--- src/rtl/counter_pkg.sv ---
// Shared definitions for the run/stop, up/down decimal counter.
//   CNT_W    : width of the count datapath
//   BTN_*    : bit positions of the debounced button vector
//   state_t  : FSM state encoding (STOP=0, UP=1, DOWN=2; 3 unused)
package counter_pkg;

    localparam int unsigned CNT_W = 14;

    localparam int unsigned BTN_RUN = 0;
    localparam int unsigned BTN_DIR = 1;
    localparam int unsigned BTN_CLR = 2;

    typedef enum logic [1:0] {
        ST_STOP = 2'd0,
        ST_UP   = 2'd1,
        ST_DOWN = 2'd2
    } state_t;

endpackage

--- src/rtl/edge_detect.sv ---
// Rising-edge detector for a vector of debounced levels.
//   clk   : system clock
//   rst   : synchronous, active-high reset
//   level : debounced input levels
//   rise  : one-cycle pulse per bit on a 0->1 transition (combinational)
module edge_detect #(
    parameter int unsigned WIDTH = 3
) (
    input  logic             clk,
    input  logic             rst,
    input  logic [WIDTH-1:0] level,
    output logic [WIDTH-1:0] rise
);

    logic [WIDTH-1:0] prev_q;
    logic [WIDTH-1:0] prev_d;

    always_comb begin
        prev_d = level;
    end

    // The previous-level register keeps tracking the input during reset, so a
    // button held through reset release is seen as already high and gives no
    // edge until it is released and pressed again. With all buttons released
    // it settles to zero.
    always_ff @(posedge clk) begin
        prev_q <= prev_d;
    end

    // No events are reported while reset is asserted.
    assign rise = level & ~prev_q & {WIDTH{~rst}};

endmodule

--- src/rtl/up_down_counter_fsm.sv ---
// Run/stop, up/down decimal counter driven by debounced buttons.
//   clk_100Mhz : system clock
//   rst        : synchronous, active-high reset
//   tick       : 1 ms one-cycle strobe
//   btnDb      : debounced buttons; [0] run/stop, [1] direction, [2] clear
//   count      : current count, 0..CNT_MAX
//   state      : FSM state, STOP=0, UP=1, DOWN=2
//   dirDown    : direction memory, 1 = down
//   step       : one-cycle pulse when count takes a stepped value
module up_down_counter_fsm
    import counter_pkg::*;
#(
    parameter int unsigned CNT_MAX  = 9999,
    parameter int unsigned TICK_DIV = 100
) (
    input  logic             clk_100Mhz,
    input  logic             rst,
    input  logic             tick,
    input  logic [2:0]       btnDb,
    output logic [CNT_W-1:0] count,
    output logic [1:0]       state,
    output logic             dirDown,
    output logic             step
);

    localparam int unsigned PS_W = (TICK_DIV > 1) ? $clog2(TICK_DIV) : 1;
    localparam logic [PS_W-1:0]  PS_LAST   = PS_W'(TICK_DIV - 1);
    localparam logic [CNT_W-1:0] CNT_MAX_C = CNT_W'(CNT_MAX);

    logic [2:0] rise;

    edge_detect #(
        .WIDTH(3)
    ) u_edge_detect (
        .clk  (clk_100Mhz),
        .rst  (rst),
        .level(btnDb),
        .rise (rise)
    );

    // Clear takes priority over run/stop and direction in the same cycle.
    logic clr_ev;
    logic dir_ev;
    logic run_ev;

    assign clr_ev = rise[BTN_CLR];
    assign dir_ev = rise[BTN_DIR] & ~clr_ev;
    assign run_ev = rise[BTN_RUN] & ~clr_ev;

    state_t           state_q, state_d;
    logic             dir_q, dir_d;
    logic [PS_W-1:0]  prescale_q, prescale_d;
    logic [CNT_W-1:0] count_q, count_d;
    logic             step_q, step_d;

    logic running;
    logic step_due;

    // Prescaler and stepping follow the registered state, so an edge leaving
    // STOP does not count a coincident tick, and a step coincident with a
    // stop edge still happens.
    assign running  = (state_q != ST_STOP);
    assign step_due = tick & running & (prescale_q == PS_LAST);

    // FSM next state: direction toggle applied first, then run/stop
    // evaluated against the toggled direction.
    always_comb begin
        dir_d   = dir_q ^ dir_ev;
        state_d = state_q;
        if (dir_ev) begin
            case (state_q)
                ST_UP:   state_d = ST_DOWN;
                ST_DOWN: state_d = ST_UP;
                default: state_d = state_q;
            endcase
        end
        if (run_ev) begin
            if (state_q == ST_STOP) begin
                state_d = dir_d ? ST_DOWN : ST_UP;
            end else begin
                state_d = ST_STOP;
            end
        end
    end

    always_ff @(posedge clk_100Mhz) begin
        if (rst) begin
            state_q <= ST_STOP;
            dir_q   <= 1'b0;
        end else begin
            state_q <= state_d;
            dir_q   <= dir_d;
        end
    end

    // Prescaler holds in STOP so a resumed run finishes the partial period.
    always_comb begin
        prescale_d = prescale_q;
        if (clr_ev) begin
            prescale_d = '0;
        end else if (tick && running) begin
            prescale_d = step_due ? '0 : prescale_q + PS_W'(1);
        end
    end

    always_ff @(posedge clk_100Mhz) begin
        if (rst) begin
            prescale_q <= '0;
        end else begin
            prescale_q <= prescale_d;
        end
    end

    // Counter with explicit compare-and-wrap at 0 and CNT_MAX.
    always_comb begin
        count_d = count_q;
        step_d  = 1'b0;
        if (clr_ev) begin
            count_d = '0;
        end else if (step_due) begin
            step_d = 1'b1;
            if (state_q == ST_UP) begin
                count_d = (count_q == CNT_MAX_C) ? '0 : count_q + CNT_W'(1);
            end else begin
                count_d = (count_q == '0) ? CNT_MAX_C : count_q - CNT_W'(1);
            end
        end
    end

    always_ff @(posedge clk_100Mhz) begin
        if (rst) begin
            count_q <= '0;
            step_q  <= 1'b0;
        end else begin
            count_q <= count_d;
            step_q  <= step_d;
        end
    end

    assign count   = count_q;
    assign state   = state_q;
    assign dirDown = dir_q;
    assign step    = step_q;

endmodule

--- config.mk ---
export PLATFORM = sky130hd
export DESIGN_NAME = up_down_counter_fsm
export DESIGN_NICKNAME = d
export VERILOG_FILES = /design/src/rtl/counter_pkg.sv /design/src/rtl/edge_detect.sv /design/src/rtl/up_down_counter_fsm.sv
export SDC_FILE = /design/constraint.sdc
export NUM_CORES = 1
export LEC_CHECK = 0
export CORE_MARGIN = 3
export CORE_UTILIZATION = 55
export DETAILED_ROUTE_END_ITERATION = 10
export PLACE_DENSITY = 0.76
export SETUP_SLACK_MARGIN = 0.3
export SLEW_MARGIN = 10
export SYNTH_ARGS = -nofsm -noshare
export SYNTH_HDL_FRONTEND = slang
export SYNTH_HIERARCHICAL = 1
export SYNTH_SLANG_ARGS = --single-unit
--- constraint.sdc ---
create_clock -name clk_100Mhz -period 2.7 [get_ports clk_100Mhz]
set_input_delay 0.54 -clock clk_100Mhz [delete_from_list [all_inputs] [get_ports clk_100Mhz]]
set_output_delay 0.54 -clock clk_100Mhz [all_outputs]
set_load 0.005 [all_outputs]
Yosys cells after proc, flatten, opt, wreduce, memory -nomap -nowiden
Index checks and enable logic that the tools add are counted.
{"block": "word_totals", "ff_bits": 28}
{"block": "classes", "eq_ne": 4, "mux": 10, "addsub": 3, "reduce_logical": 8, "n_bitwise": 10}
{"cell": "2-to-1 mux 14 bit", "count": 3}
{"cell": "adder 14 x 1 -> 14 bit, second input constant", "count": 1}
{"cell": "equality test 14 bit, second input constant", "count": 1}
{"cell": "logical NOT 14 bit", "count": 1}
{"cell": "subtractor 14 x 1 -> 14 bit, second input constant", "count": 1}
{"cell": "2-to-1 mux 2 bit", "count": 4}
{"cell": "adder 7 x 1 -> 7 bit, second input constant", "count": 1}
{"cell": "equality test 7 bit, second input constant", "count": 1}
{"cell": "2-to-1 mux 7 bit", "count": 1}
{"cell": "bitwise AND 3 bit", "count": 2}
{"cell": "bitwise AND 1 bit", "count": 4}
{"cell": "case mux 2 bit (2 select lines)", "count": 1}
{"cell": "nonzero test 2 bit", "count": 2}
{"cell": "inverter 3 bit", "count": 1}
{"cell": "nonzero test 3 bit", "count": 1}
{"cell": "equality test 2 x 1 -> 1 bit, second input constant", "count": 1}
{"cell": "equality test 2 bit, second input constant", "count": 1}
{"cell": "logical NOT 2 bit", "count": 1}
{"cell": "inverter 1 bit", "count": 2}
{"cell": "AND reduction 2 bit", "count": 1}
{"cell": "OR reduction 2 bit", "count": 1}
{"cell": "logical AND 1 bit", "count": 1}
{"cell": "2-to-1 mux 1 bit", "count": 1}
{"cell": "XOR 1 bit", "count": 1}

Logic depth before layout (Yosys ltp)
Gate-level depths: netlist of the first run.
{"block": "depth", "ltp_word": 9, "mapped_depth": 8}

By module
The synthesis of the first run kept the hierarchy.
{"mod": "up_down_counter_fsm", "cells_each": 227, "area_per_inst_um2": 1761.7, "n_inst": 1, "seq_area_each_um2": 500.5}
{"mod": "edge_detect", "cells_each": 6, "area_per_inst_um2": 87.6, "n_inst": 1, "seq_area_each_um2": 60.1}

Least setup slack after synthesis of the first run
Ideal clock, no wire load.
{"block": "synth_path", "kind": "reg-to-reg", "start": "register count_q[0], in the netlist count[0]", "end": "register count_q[7], in the netlist count[7]", "t_required_ns": 2.583, "synth_period_minus_slack_ns": 2.146, "path_slack_ns": 0.554, "path_buffers": 1, "stages_incl_launch_ff": 9, "arrival_time_ns": 2.028, "setup_ns": 0.117, "path_cell_list": "dfxtp_1 > inv_1 > ha_1 > or3b_1 > buf_4 > or4_4 > nand2_1 > o21ai_1 > a32o_1"}
{"block": "synth_via", "elab_chain_cells": 3, "word_cells_on_any_way": 7, "cone_classes": "add/sub (2); eq/ne (1); mux (3); reduce/logical (1)"}
{"item": "from (decl)", "line_no": "up_down_counter_fsm.sv:53", "text": "logic [CNT_W-1:0] count_q, count_d;"}
{"item": "from (signal assigned)", "line_no": "up_down_counter_fsm.sv:135", "text": "count_q <= count_d;"}
{"item": "subtractor 14 x 1 -> 14 bit (tied with other cells)", "line_no": "up_down_counter_fsm.sv:125", "text": "count_d = (count_q == '0) ? CNT_MAX_C : count_q - CNT_W'(1);"}
{"item": "2-to-1 mux 14 bit (on tied branches)", "line_no": "up_down_counter_fsm.sv:125, up_down_counter_fsm.sv:123"}
{"item": "2-to-1 mux 14 bit (*)", "line_no": "up_down_counter_fsm.sv:122", "text": "if (state_q == ST_UP) begin"}
Every way passes the cells marked *; elsewhere a longest branch is shown, timed or not.
A chain may end at the register's enable or synchronous reset.

Final worst setup path of the first run
{"block": "layout_path", "start": "register count_q[1], in the netlist count[1]", "end": "register count_q[7], in the netlist count[7]"}
Same word-level chain as after synthesis.

==> results of run 1 <==
[metrics by stage]
stage | worst slack, ns | instance area (µm²) | hold slack, ns | cells
CTS | 0.4376 | 2181 | 0.4985 | 302
global route | 0.3716 | 2186 | 0.5174 | 302
finish | 0.4362 | 2186 | 0.4968 | 302
global placement | 0.3110 | 2128 | 0.4604 | 298
floorplan | 0.5545 | 1849 | 0.4491 | 233
detailed placement | 0.2695 | 2128 | 0.4779 | 298
[tightest hold or removal path: stages (launching register included)]
cell	delay (ns)
dfxtp_1	0.36
nand2_1	0.06
a21oi_1	0.05
[what timing repair did]
| item | 4_1_cts | 5_1_grt |
|---|---|---|
| endpoints found under the setup margin | 0 | 1 |
| hold buffers | 0 | 0 |
| gates resized for setup | 0 | 1 |
| hold endpoints to repair | 0 | 0 |
[cell usage after synthesis, types with 3 or more instances]
library cell	number	share of area, %
dfxtp_1	28	30
nor2_1	26	5.3
a21oi_1	22	6.0
nand2_1	19	3.9
o21ai_0	17	4.6
nand3_1	7	1.9
nor3_1	7	1.9
xnor2_1	7	3.3
and3_1	6	2.0
clkbuf_1	6	1.2
buf_4	5	2.0
nor4_1	5	1.7
or3_1	5	1.7
or4_1	4	1.6
xor2_1	4	1.9
a32o_1	3	1.6
and4_1	3	1.4
buf_6	3	1.8
ha_1	3	2.0
nand2b_1	3	1.0
nor2b_1	3	1.0
nor4b_1	3	1.4
o211ai_1	3	1.2
o22ai_1	3	1.0
o32ai_1	3	1.4
[state kept, by name (all words and copies together), names as in the netlist]
signal and flops:
state 2, prescale_q 7, step 1, u_edge_detect/prev_q 3
count 14, dirDown 1
[cell usage in the layout (no fill, tap or decap), types with 3 or more instances in the layout]
cell and n:
a21oi_1 22, a32o_1 3, and3_1 6, and4_1 3, buf_4 15, clkbuf_4 3, clkdlybuf4s50_1 23, dfxtp_1 28
ha_1 3, nand2_1 19, nand2b_1 3, nand3_1 7, nor2_1 26, nor2b_1 3, nor3_1 6, nor4_1 5
nor4b_1 3, o211ai_1 3, o21ai_0 17, o22ai_1 3, o32ai_1 3, or3_1 5, or4_1 4, xnor2_1 7
xor2_1 4
[worst max path at each step]
stage | from | endpoint | slack, ns | cells past startpoint
6_report | count[1] | count[7] | 0.44 | 7
5_1_grt | count[1] | count[7] | 0.37 | 7
4_1_cts | count[1] | count[7] | 0.44 | 7
3_5_place_dp | tick | count[5] | 0.27 | 6
3_3_place_gp | tick | count[5] | 0.31 | 6
2_1_floorplan | count[0] | count[7] | 0.55 | 8
[routing by layer]
metal  vias up  share of wire [%]  GRT usage [%]
li1        919                  -              -
met2       101                 48          40.26
met5         -                  0              0
met3        15                7.4          2.988
met4         0                2.0          8.625
met1       878                 42          29.02
[logic make-up (layout without fill, tap and decap cells)]
kind of cell | count (synthesis) | in the layout | share of synthesized area, %
simple gates | 108 | 108 | 32.68
xor+xnor | 11 | 11 | 5.210
fa+ha+maj | 3 | 3 | 2.030
flops | 28 | 28 | 30.31
mux | 1 | 1 | 0.5413
compound gates | 63 | 63 | 22.40
buf+inv | 19 | 44 | 6.833
[power by group through the flow]
| stage | Combinational [mW] | Clock, mW | Sequential, mW |
|---|---|---|---|
| after floorplan | 0.0351 | 0 | 0.433 |
| after global placement | 0.0613 | 0 | 0.434 |
| after detailed placement | 0.0628 | 0 | 0.434 |
| after CTS | 0.0632 | 0.287 | 0.425 |
| after global routing | 0.0686 | 0.305 | 0.426 |
| final | 0.0636 | 0.281 | 0.425 |
[layout make-up]
class | instances | area share, %
clock buffers | 3 | 1.030
clock inverters | 1 | 1.374
inverters | 2 | 0.3434
multi-input cells | 186 | 53.41
flip-flops and latches | 28 | 25.64
well taps | 44 | 2.519
repair buffers | 38 | 15.68
==> flow_results.org, run 1 <==
** Status
- The flow ran to the end, and the final reports show no timing, DRC or antenna violations.

** Floorplanning
- Area of the core :: around 3100 µm²
- The die is between 60 and 70 µm tall.
- Die outline area :: a little over 4000 µm²
- Die width :: roughly 64 µm
- The floorplan has 20 rows.
- Initial core utilization :: 59.12%
- Ports placed on the boundary :: 24

** Worst setup path
- Data arrives at the worst endpoint at between 2 and 3 ns.
- In this run the register-to-register setup slack is 0.44 ns.
- Of all nets on the critical path, the largest fanout is 6.
- Origin of the critical flop-to-flop path :: count[1]
- Largest delay contributor family on the critical path :: simple AND/OR/NAND/NOR gates
- Together, buffers and inverters on the worst path number 1.
- The worst setup path is of the flip-flop to flip-flop kind.
- Type of destination of the critical path :: flip-flop
- Traced cell by cell, the critical path runs through inv_1 -> ha_1 -> or3b_1 -> or4_4 -> nand2_1 -> o21ai_1 -> a32o_1.
- Among all stages on the critical path, the largest delay is contributed by or4_4.
- For the worst setup path, the data required time is 2.95 ns.
- Worst r2r path cells :: 7
- Terminus of the critical flop-to-flop path :: count[7]
- Critical Path Start Type :: flip-flop
- Biggest cell delay along the critical path :: just under 0.6 ns

** Global routing
- The number of global-route vias before repair came to 1660.
- For this run, the total global-route usage over all layers was measured as 23.20%.
- Overflow left after global routing :: 0
- Antenna violations before repair :: 0
- First-pass GRT wire length :: about 7700 µm
- Entering global routing, the biggest net connects 17 pins.

** Clocking
- TritonCTS built the clock tree.
- H-tree levels :: 1
- Clock Tree Root :: clkbuf_4
- The number of setup buffers added after CTS is 0.
- The later pin in the worst-skew pair is clocked with a latency of approximately 0.34 ns.
- In this run, CTS created clock tree buffers numbering 3.
- The tree built by TritonCTS fans out to 28 sinks.
- Counting along the longest clock path gives a buffer depth of 2.
- Clock edge transition at the registers on the reported setup and hold paths :: roughly 0.16 ns

** Flow run
- Maximum capacitance violations :: 0

** Final layout
- Antenna cells :: 0
- Layout-stage area growth over the synthesis result :: 18.20%
- Summing all flip-flop and latch instances after layout gives between 500 and 600 µm².
- The final layout contains 268 nets.
- Layout fillers :: about 250
- Cells fill a little over two thirds of the core in the end.
- Footprint of the multi-input gates :: 1167 µm²
- Of the cells placed in the final design, the portion with a size suffix greater than 1 is between 10% and 20%.

** Min path
- Tightest Hold Check Type :: flip-flop to flip-flop
- Worst min-delay path endpoint :: prescale_q[1]
- Startpoint of the tightest hold check path :: prescale_q[1]
- Cell depth of the worst hold path :: 2

** Logic synthesis
- Number of unique standard cell types used by synthesis :: 53
- Post-synthesis sequential element count :: 28
- During synthesis, Yosys emitted a total of 6 warnings.
- Post-Syn Instances :: between 200 and 250
- Yosys mapped a number of flops with a built-in enable equal to 0.
- Proportion of synthesized chip area in sequential cells :: between 30% and 40%
- For this run, asynchronously set or reset flops after synthesis account for 0%.
- Netlist area before placement :: between 1500 and 2000 µm²
- The average instance in the mapped netlist occupies between 7 and 8 µm².
- The most used flip-flop cell after synthesis is dfxtp_1.
- Net count after synthesis :: roughly 240

** Timing
- The final count of hold timing violations was 0.
- Final Setup Violations :: 0
- Aggregate negative setup slack :: 0 ns
- Setup repair after global routing left no endpoint under its margin.
- Headroom to the max-slew limit :: a little over three fifths
- The final critical path takes up about 84% of the cycle.
- Timing would allow up to about 440 MHz.
- Slew at the pin with the worst max-slew slack :: 0.5586 ns
- Pins Over Slew Limit :: 0
- Counting I/O delays and the setup requirement, the final critical path takes approximately 2.3 ns.
- Post-route clock skew :: 0.008185 ns

** Placement
- Port Buffer Count :: 23
- At the end of routability-driven placement, the weighted congestion stood at around 0.92.
- Summed over all nets, the half-perimeter wirelength after detailed placement is about 3500 µm.

** Drt
- Wires add up to between 4000 and 5000 µm.
- DRT antenna net count :: 0
- DRC marker count from the first detailed-route iteration :: around 260
- DRC viols :: 0
- The first detailed-routing pass took 7 iterations.
- WL per Instance :: between 15 and 20 µm
- In the routed layout, each cell is associated on average with a via count of around 6.3.
- Via count of the routed design :: approximately 1900

** Power
- Across the VDD grid, the largest voltage drop is approximately 0.32 mV.
- The share of total power dissipated in the clock network is 36.5%.
- For this design the total switching power over the nets is 0.1704 mW.
- Leakage power figure :: roughly 0.8 nW
- The internal portion of the total power is 0.5996 mW.
- Power after layout :: between 0.7 and 0.8 mW
- Share of total power in combinational logic :: 8.3%
- In this run, flip-flops and latches consume between 50% and 60% of the power.
- Power density of the placed cells :: ~350 nW/µm²
- Switching Share :: 22.13%
Note: power is estimated with default switching activity, not from simulation.
==> inputs of run 2 (changes only) <==
--- a/config.mk
+++ b/config.mk
@@ -6,9 +6,9 @@
 export NUM_CORES = 1
 export LEC_CHECK = 0
 export CORE_MARGIN = 3
-export CORE_UTILIZATION = 55
+export CORE_UTILIZATION = 50
 export DETAILED_ROUTE_END_ITERATION = 10
-export PLACE_DENSITY = 0.76
+export PLACE_DENSITY = 0.72
 export SETUP_SLACK_MARGIN = 0.3
 export SLEW_MARGIN = 10
 export SYNTH_ARGS = -nofsm -noshare
==> constraint.sdc (replaced) <==
create_clock -name clk_100Mhz -period 2 [get_ports clk_100Mhz]
set_input_delay 0.4 -clock clk_100Mhz [delete_from_list [all_inputs] [get_ports clk_100Mhz]]
set_output_delay 0.4 -clock clk_100Mhz [all_outputs]
set_load 0.005 [all_outputs]
==> run 2 against run 1 <==
  * The run now ends with negative setup slack left
  * Sequential share of layout area decreased by 6.1 points
  * Clock skew increased by 0.0012 ns
  * Hold slack got worse by 0.031 ns
  * Via count increased by 26%
  * Clock power increased by 34%
  * Cell count increased by 18%
  * Non-clock buffer count increased by 53
  * Largest cell class unchanged
==> flow_results.org, run 2 (same netlist as run 1, synthesis figures left out) <==
** Timing
- Headroom to the max-slew limit :: 58.78% (-3.9 points)
- Aggregate negative setup slack :: -0.2911 ns (-0.2911 ns)
- Post-route clock skew :: 0.009337 ns (+0.001152 ns)
- The minimum clock period was 2.105 ns (-0.1586 ns).
- Unrepaired setup endpoints after global routing :: yes
- The setup slack after layout was -0.1052 ns (-0.5414 ns).
- The number of setup violations in the final report was 8 (+8).
- Hold WS :: 0.4655 ns (-0.03132 ns)
- Hold violation count in the final report :: 0 (unchanged)
- Final period util :: 105.3% (+21 points)
- Pins Over Slew Limit :: 0 (unchanged)
- The transition time of the tightest slew-check pin was 0.6183 ns (+0.05965 ns).
- Highest clock frequency the design can meet :: 475.0 MHz (+7.5%)

** Floorplanning
- The die area was 4464 µm² (+9.0%).
- The total I/O pin count came to 24 (unchanged).
- Vertical die dimension :: 66.82 µm (+4.4%)
- Area of the core :: 3442 µm² (+10%)
- Row Count :: 21 (+5.0%)
- Initial core utilization :: 53.73% (-5.4 points)
- The die outline width was 66.82 µm (+4.4%).

** Global routing
- Overflow left after global routing :: 0 (unchanged)
- Global routing usage summed across all routing layers :: 30.78% (+7.6 points)
- The wire length of the first global-routing pass came to 10470 µm (+36%).
- Maximum number of pins on one net before global-route repair :: 16 (-1)
- The number of global-route vias before repair was 2233 (+35%).
- Antenna violations before repair :: 0 (unchanged)

** Power
- The reported leakage power came to 1.264 nW (+59%).
- Peak VDD IR :: 0.5298 mV (+63%)
- The power per cell area came to 355.8 nW/µm² (+1.0%).

** Drt
- The average detailed-routed wire length per instance came to 21.38 µm (+35%).
- Detailed-router iteration count before antenna repair :: 5 (-2)
- DRT antenna net count :: 0 (unchanged)
- The average via count per standard cell came to 6.739 (+6.4%).
- The number of design rule violations left after detail routing was 0 (unchanged).
- The violation count after the first detailed-routing iteration came to 415 (+61%).
- The post-detailed-routing wire length is 7633 µm (+60%).
- The total via count in the routed design came to 2406 (+26%).

** Final layout
- The area of the multi-input gates is 1453 µm² (+24%).
- Layout-stage area growth over the synthesis result :: 63.40%
- The library cells used most frequently in the layout, excluding fill and tap cells, are buf_4 (51), nor2_1 (24), nand2_1 (17), a21oi_1 (17), clkdlybuf4s50_1 (15).
- The antenna diode instance count is 0 (unchanged).
- Max FFs per register :: 14 (unchanged)
- The number of filler cells placed in the layout came to 160 (-37%).
- The fraction of layout cells with a size suffix above 1 was 43.41% (+31 points).
- Most common cell after layout, fill and taps aside :: buf_4
- Sequential cell area :: 591.8 µm² (+5.6%)
- Layout net count :: 321 (+20%)

** Clocking
- The root buffer cell chosen for the clock tree is clkbuf_8.
- Hold buffer count at cts :: 0 (unchanged)
- TritonCTS buffer count :: 3 (unchanged)
- Number of clock sinks :: 28 (unchanged)
- Clock latency on the worst-skew pair :: 0.29 ns (-0.05 ns)
- TritonCTS built the clock tree.
- The H-tree level count came to 1 (unchanged).
- The clock-pin transition on the worst setup and hold timing paths came to 0.11 ns (-0.05 ns).
- Buffers from clock root to sink, at most :: 2 (unchanged)

** Worst setup path
- The worst setup path is captured at a flip-flop.
- Endpoint arrival time on the critical path :: 2.30 ns (-0.21 ns)
- Critical Path Fanout Max :: 8 (+2)
- Type of the worst setup path :: flip-flop to flip-flop
- Required time at the endpoint of the critical path :: 2.20 ns (-0.75 ns)
- Critical Path Start Type :: flip-flop

** Status
- The run finished, with violations left.
- Violations in the final reports :: negative setup slack

** Min path
- The worst hold path belongs to the class input port to flip-flop.

** Placement
- The post-DP HPWL is 3773 µm (+8.4%).
- The pre-CTS setup slack is -0.1876 ns (-0.4571 ns).
- Port Buffer Count :: 23 (unchanged)
- The routability congestion estimate from global placement is 0.9467 (+2.4%).

** Flow run
- Maximum capacitance violations :: 0 (unchanged)
-- run 2: cell count changes in the layout (fill, tap and decap cells not counted), sizes merged --
| cell | before | now |
|---|---|---|
| dlygate4sd2 | 0 | 1 |
| clkbuf | 3 | 4 |
| dlymetal6s2s | 0 | 7 |
| bufinv | 1 | 0 |
| buf | 15 | 66 |
| bufbuf | 0 | 1 |
| clkdlybuf4s15 | 0 | 1 |
| clkdlybuf4s50 | 23 | 15 |
-- run 2: layout make-up --
cell class / instances / area share [%]
multi-input cells: 186 / 48.07
well taps: 46 / 1.905
inverters: 2 / 0.3313
flip-flops and latches: 28 / 19.59
repair buffers: 91 / 28.28
clock buffers: 4 / 1.822
-- run 2: path summary, 6_finish.rpt --
path,cells after the start,slack [ns],to,startpoint
worst max-delay path,7,-0.11,count[11],count[11]
worst min-delay path,3,0.47,dirDown,rst
worst max register to register,7,-0.11,count[11],count[11]
worst min register to register,2,0.54,prescale_q[1],prescale_q[1]
-- run 2: timing repair --
item / in CTS / in global routing
pin swaps: 12 / 17
endpoints found under the setup margin: 26 / 32
resized for setup: 42 / 49
setup buffers: 10 / 8
gates cloned: 2 / 0
-- run 2: where the power goes --
group | total, mW | internal, mW | switching, mW
sequential | 0.566 | 0.558 | 0.00755
combinational | 0.132 | 0.0666 | 0.0656
clock | 0.377 | 0.177 | 0.200
total | 1.08 | 0.802 | 0.273
-- run 2: metal layers --
metal,up-vias,global-route usage [%],part of all wire [%]
met5,-,0,0
li1,1026,-,-
met2,218,54.08,48
met3,54,5.734,10
met1,1108,34.94,37
met4,0,15.99,5.6
-- run 2: worst max-delay path, cell delays in order, from the launching register on --
cell     delay, ns
dfxtp_1       0.36
or3b_4        0.44
o41ai_4       0.42
buf_4         0.19
buf_12        0.11
o32a_1        0.18
mux2i_1       0.09
a32o_2        0.22
-- run 2: metrics by stage --
stage                     area [µm²]  utilization (%)  power, mW  std cells
after floorplan                 1909                -     0.6309        233
after global placement          2435            70.74     0.6794        333
after detailed placement        2435            70.74     0.6813        333
after CTS                       2751            79.93      1.043        349
after global routing            3022            87.79      1.097        357
final                           3022            87.79      1.075        357
==> inputs of run 3 (changes only) <==
--- a/config.mk
+++ b/config.mk
@@ -6,9 +6,9 @@
 export NUM_CORES = 1
 export LEC_CHECK = 0
 export CORE_MARGIN = 3
-export CORE_UTILIZATION = 50
+export CORE_UTILIZATION = 47
 export DETAILED_ROUTE_END_ITERATION = 10
-export PLACE_DENSITY = 0.72
+export PLACE_DENSITY = 0.68
 export SETUP_SLACK_MARGIN = 0.3
 export SLEW_MARGIN = 10
 export SYNTH_ARGS = -nofsm -noshare
==> run 3 against run 2 <==
  * The run still ends with negative setup slack left
  * Cell count did not move
  * Sequential power barely moved
  * Cell area fell by 3.9%
  * Flip-flop and latch count did not move
  * Largest power group unchanged
  * Setup slack improved by 0.014 ns
  * Register-to-register slack barely moved
==> flow_results.org, run 3 (same netlist as run 1, synthesis figures left out) <==
** Final layout
- The antenna diode instance count came to 0 (unchanged).
- The post-layout net count came to 319 (-0.62%).
- The library cell used most frequently in the layout, excluding fill and tap cells, is buf_4.
- Fraction of final layout cells with drive strength greater than 1 :: 43.69% (+0.28 points)
- The sequential cell area was 593.1 µm² (+0.21%).
- Most frequent cells in the layout :: buf_4 (55), nor2_1 (24), nand2_1 (17), a21oi_1 (16), clkdlybuf4s50_1 (13)
- Max FFs per register :: 14 (unchanged)
- Layout fillers :: 251 (+57%)
- Footprint of the multi-input gates :: 1391 µm² (-4.2%)
- Post-Layout Inst Area :: 2905 µm² (-3.9%)
- Layout-stage area growth over the synthesis result :: 57.10%

** Status
- The flow ran to the end, but the final reports show violations.
- The final reports fail on negative setup slack.

** Clocking
- TritonCTS clock tree :: done
- Clock latency on the worst-skew pair :: 0.28 ns (about the same)
- The largest buffer count on any clock path came to 2 (unchanged).
- Clock Tree Root :: clkbuf_8
- The TritonCTS sink count came to 28 (unchanged).
- The H-tree level count was 1 (unchanged).
- TritonCTS buffer count :: 3 (unchanged)
- Hold buffer count at cts :: 0 (unchanged)
- The clock-pin transition on the worst setup and hold timing paths is 0.11 ns (about the same).

** Timing
- The achievable frequency came to 478.3 MHz (+0.69%).
- Post-route clock skew :: 0.006064 ns (-0.003273 ns)
- Hold WS :: 0.4818 ns (+0.01626 ns)
- Final period util :: 104.5% (-0.72 points)
- The final count of hold timing violations was 0 (unchanged).
- Minimum period implied by the final worst setup slack :: 2.091 ns (-0.01449 ns)
- Worst setup slack after layout :: -0.09070 ns (+0.01449 ns)
- Headroom to the max-slew limit :: 69.55% (+11 points)
- Unrepaired setup endpoints after global routing :: yes
- Pins Over Slew Limit :: 0 (unchanged)
- The number of setup violations in the final report was 3 (-5).
- Slew at the pin with the worst max-slew slack :: 0.4520 ns (-0.1662 ns)

** Drt
- The violation count after the first detailed-routing iteration was 209 (-50%).
- Via count of the routed design :: 2201 (-8.5%)
- The final antenna-violating net count came to 0 (unchanged).
- Detailed-router iteration count before antenna repair :: 5 (unchanged)
- WL per Instance :: 17.34 µm (-19%)
- The average via count per standard cell came to 6.165 (-8.5%).
- Routed WL :: 6192 µm (-19%)
- DRC viols :: 0 (unchanged)

** Worst setup path
- Endpoint arrival time on the critical path :: 2.33 ns (+0.03 ns)
- STA classifies the critical path startpoint as a flip-flop.
- Type of destination of the critical path :: flip-flop
- Critical Path Fanout Max :: 4 (-4)
- Worst r2r path cells :: 9 (+2)
- Type of the worst setup path :: flip-flop to flip-flop
- Required time at the endpoint of the critical path :: 2.24 ns (+0.04 ns)

** Global routing
- The number of global-route vias before repair was 2033 (-9.0%).
- The aggregate global-route resource usage came to 27.03% (-3.7 points).
- Overflow left after global routing :: 0 (unchanged)
- The initial antenna violation count came to 0 (unchanged).
- First-pass GRT wire length :: 9542 µm (-8.8%)
- Maximum number of pins on one net before global-route repair :: 17 (+1)

** Flow run
- The max-capacitance violation count came to 0 (unchanged).

** Floorplanning
- Area of the core :: 3716 µm² (+8.0%)
- The vertical die dimension was 68.73 µm (+2.9%).
- The die area is 4723 µm² (+5.8%).
- Die width :: 68.73 µm (+2.9%)
- Initial core utilization :: 49.76% (-4.0 points)
- Ports placed on the boundary :: 24 (unchanged)
- Row Count :: 22 (+4.8%)

** Min path
- The worst hold path belongs to the class flip-flop to flip-flop.
- Cell depth of the worst hold path :: 2 (-1)

** Placement
- Placement Cell Area :: 2425 µm² (-0.41%)
- RePlAce Congestion :: 0.9380 (-0.92%)
- The number of buffer cells added on primary ports was 23 (unchanged).
- DPL Wire Length :: 3897 µm (+3.3%)

** Power
- The maximum VDD drop is 0.3856 mV (-27%).
- The power per cell area is 378.5 nW/µm² (+6.4%).
- The reported leakage power was 1.281 nW (+1.3%).
-- run 3: critical path, cell delays in order (launching register included) --
cell	delay [ns]
dfxtp_4	0.38
inv_4	0.06
ha_4	0.12
or3b_4	0.40
buf_6	0.14
nor4_4	0.33
buf_4	0.20
nor2_4	0.04
a22oi_2	0.22
a2bb2o_4	0.15
-- run 3: what timing repair did --
item	CTS	global route
setup buffers	9	7
pin swaps	20	19
cloned	2	0
endpoints found under the setup margin	22	31
resized for setup	52	35
-- run 3: power by group --
part	internal [mW]	switching [mW]
clock	0.218	0.198
combinational	0.0587	0.0593
sequential	0.558	0.00676
-- run 3: final timing paths --
path / start / slack (ns) / end
max: count[1] / -0.09 / count[1]
min: prescale_q[0] / 0.48 / prescale_q[0]
max reg2reg: count[1] / -0.09 / count[1]
min reg2reg: prescale_q[0] / 0.48 / prescale_q[0]
-- run 3: routing by layer --
| metal | share of wire, % | vias to the layer above | track usage [%] |
|---|---|---|---|
| li1 | - | 1018 | - |
| met1 | 41 | 1042 | 34.09 |
| met2 | 48 | 110 | 44.46 |
| met3 | 6.7 | 31 | 3.728 |
| met4 | 4.3 | 0 | 14.36 |
| met5 | 0 | - | 0 |
-- run 3: through the flow --
stage / cells / power [mW] / util, % / setup slack [ns] / setup TNS (ns)
after detailed placement: 335 / 0.6804 / 65.25 / -0.1806 / -1.570
after floorplan: 233 / 0.6309 / - / -0.02288 / -0.04442
after global placement: 335 / 0.6798 / 65.25 / -0.1504 / -1.216
after global routing: 357 / 1.126 / 78.18 / -0.1300 / -0.3668
after CTS: 350 / 1.080 / 73.60 / 0.01155 / 0
final: 357 / 1.100 / 78.18 / -0.09070 / -0.1569
-- run 3: layout make-up --
| cell class | instances | share of cell area, % |
|---|---|---|
| Sequential cell | 28 | 20.41 |
| Timing Repair Buffer | 89 | 26.92 |
| Tap cell | 48 | 2.067 |
| Multi-Input combinational cell | 186 | 47.89 |
| Clock buffer | 4 | 2.283 |
| Inverter | 2 | 0.4307 |
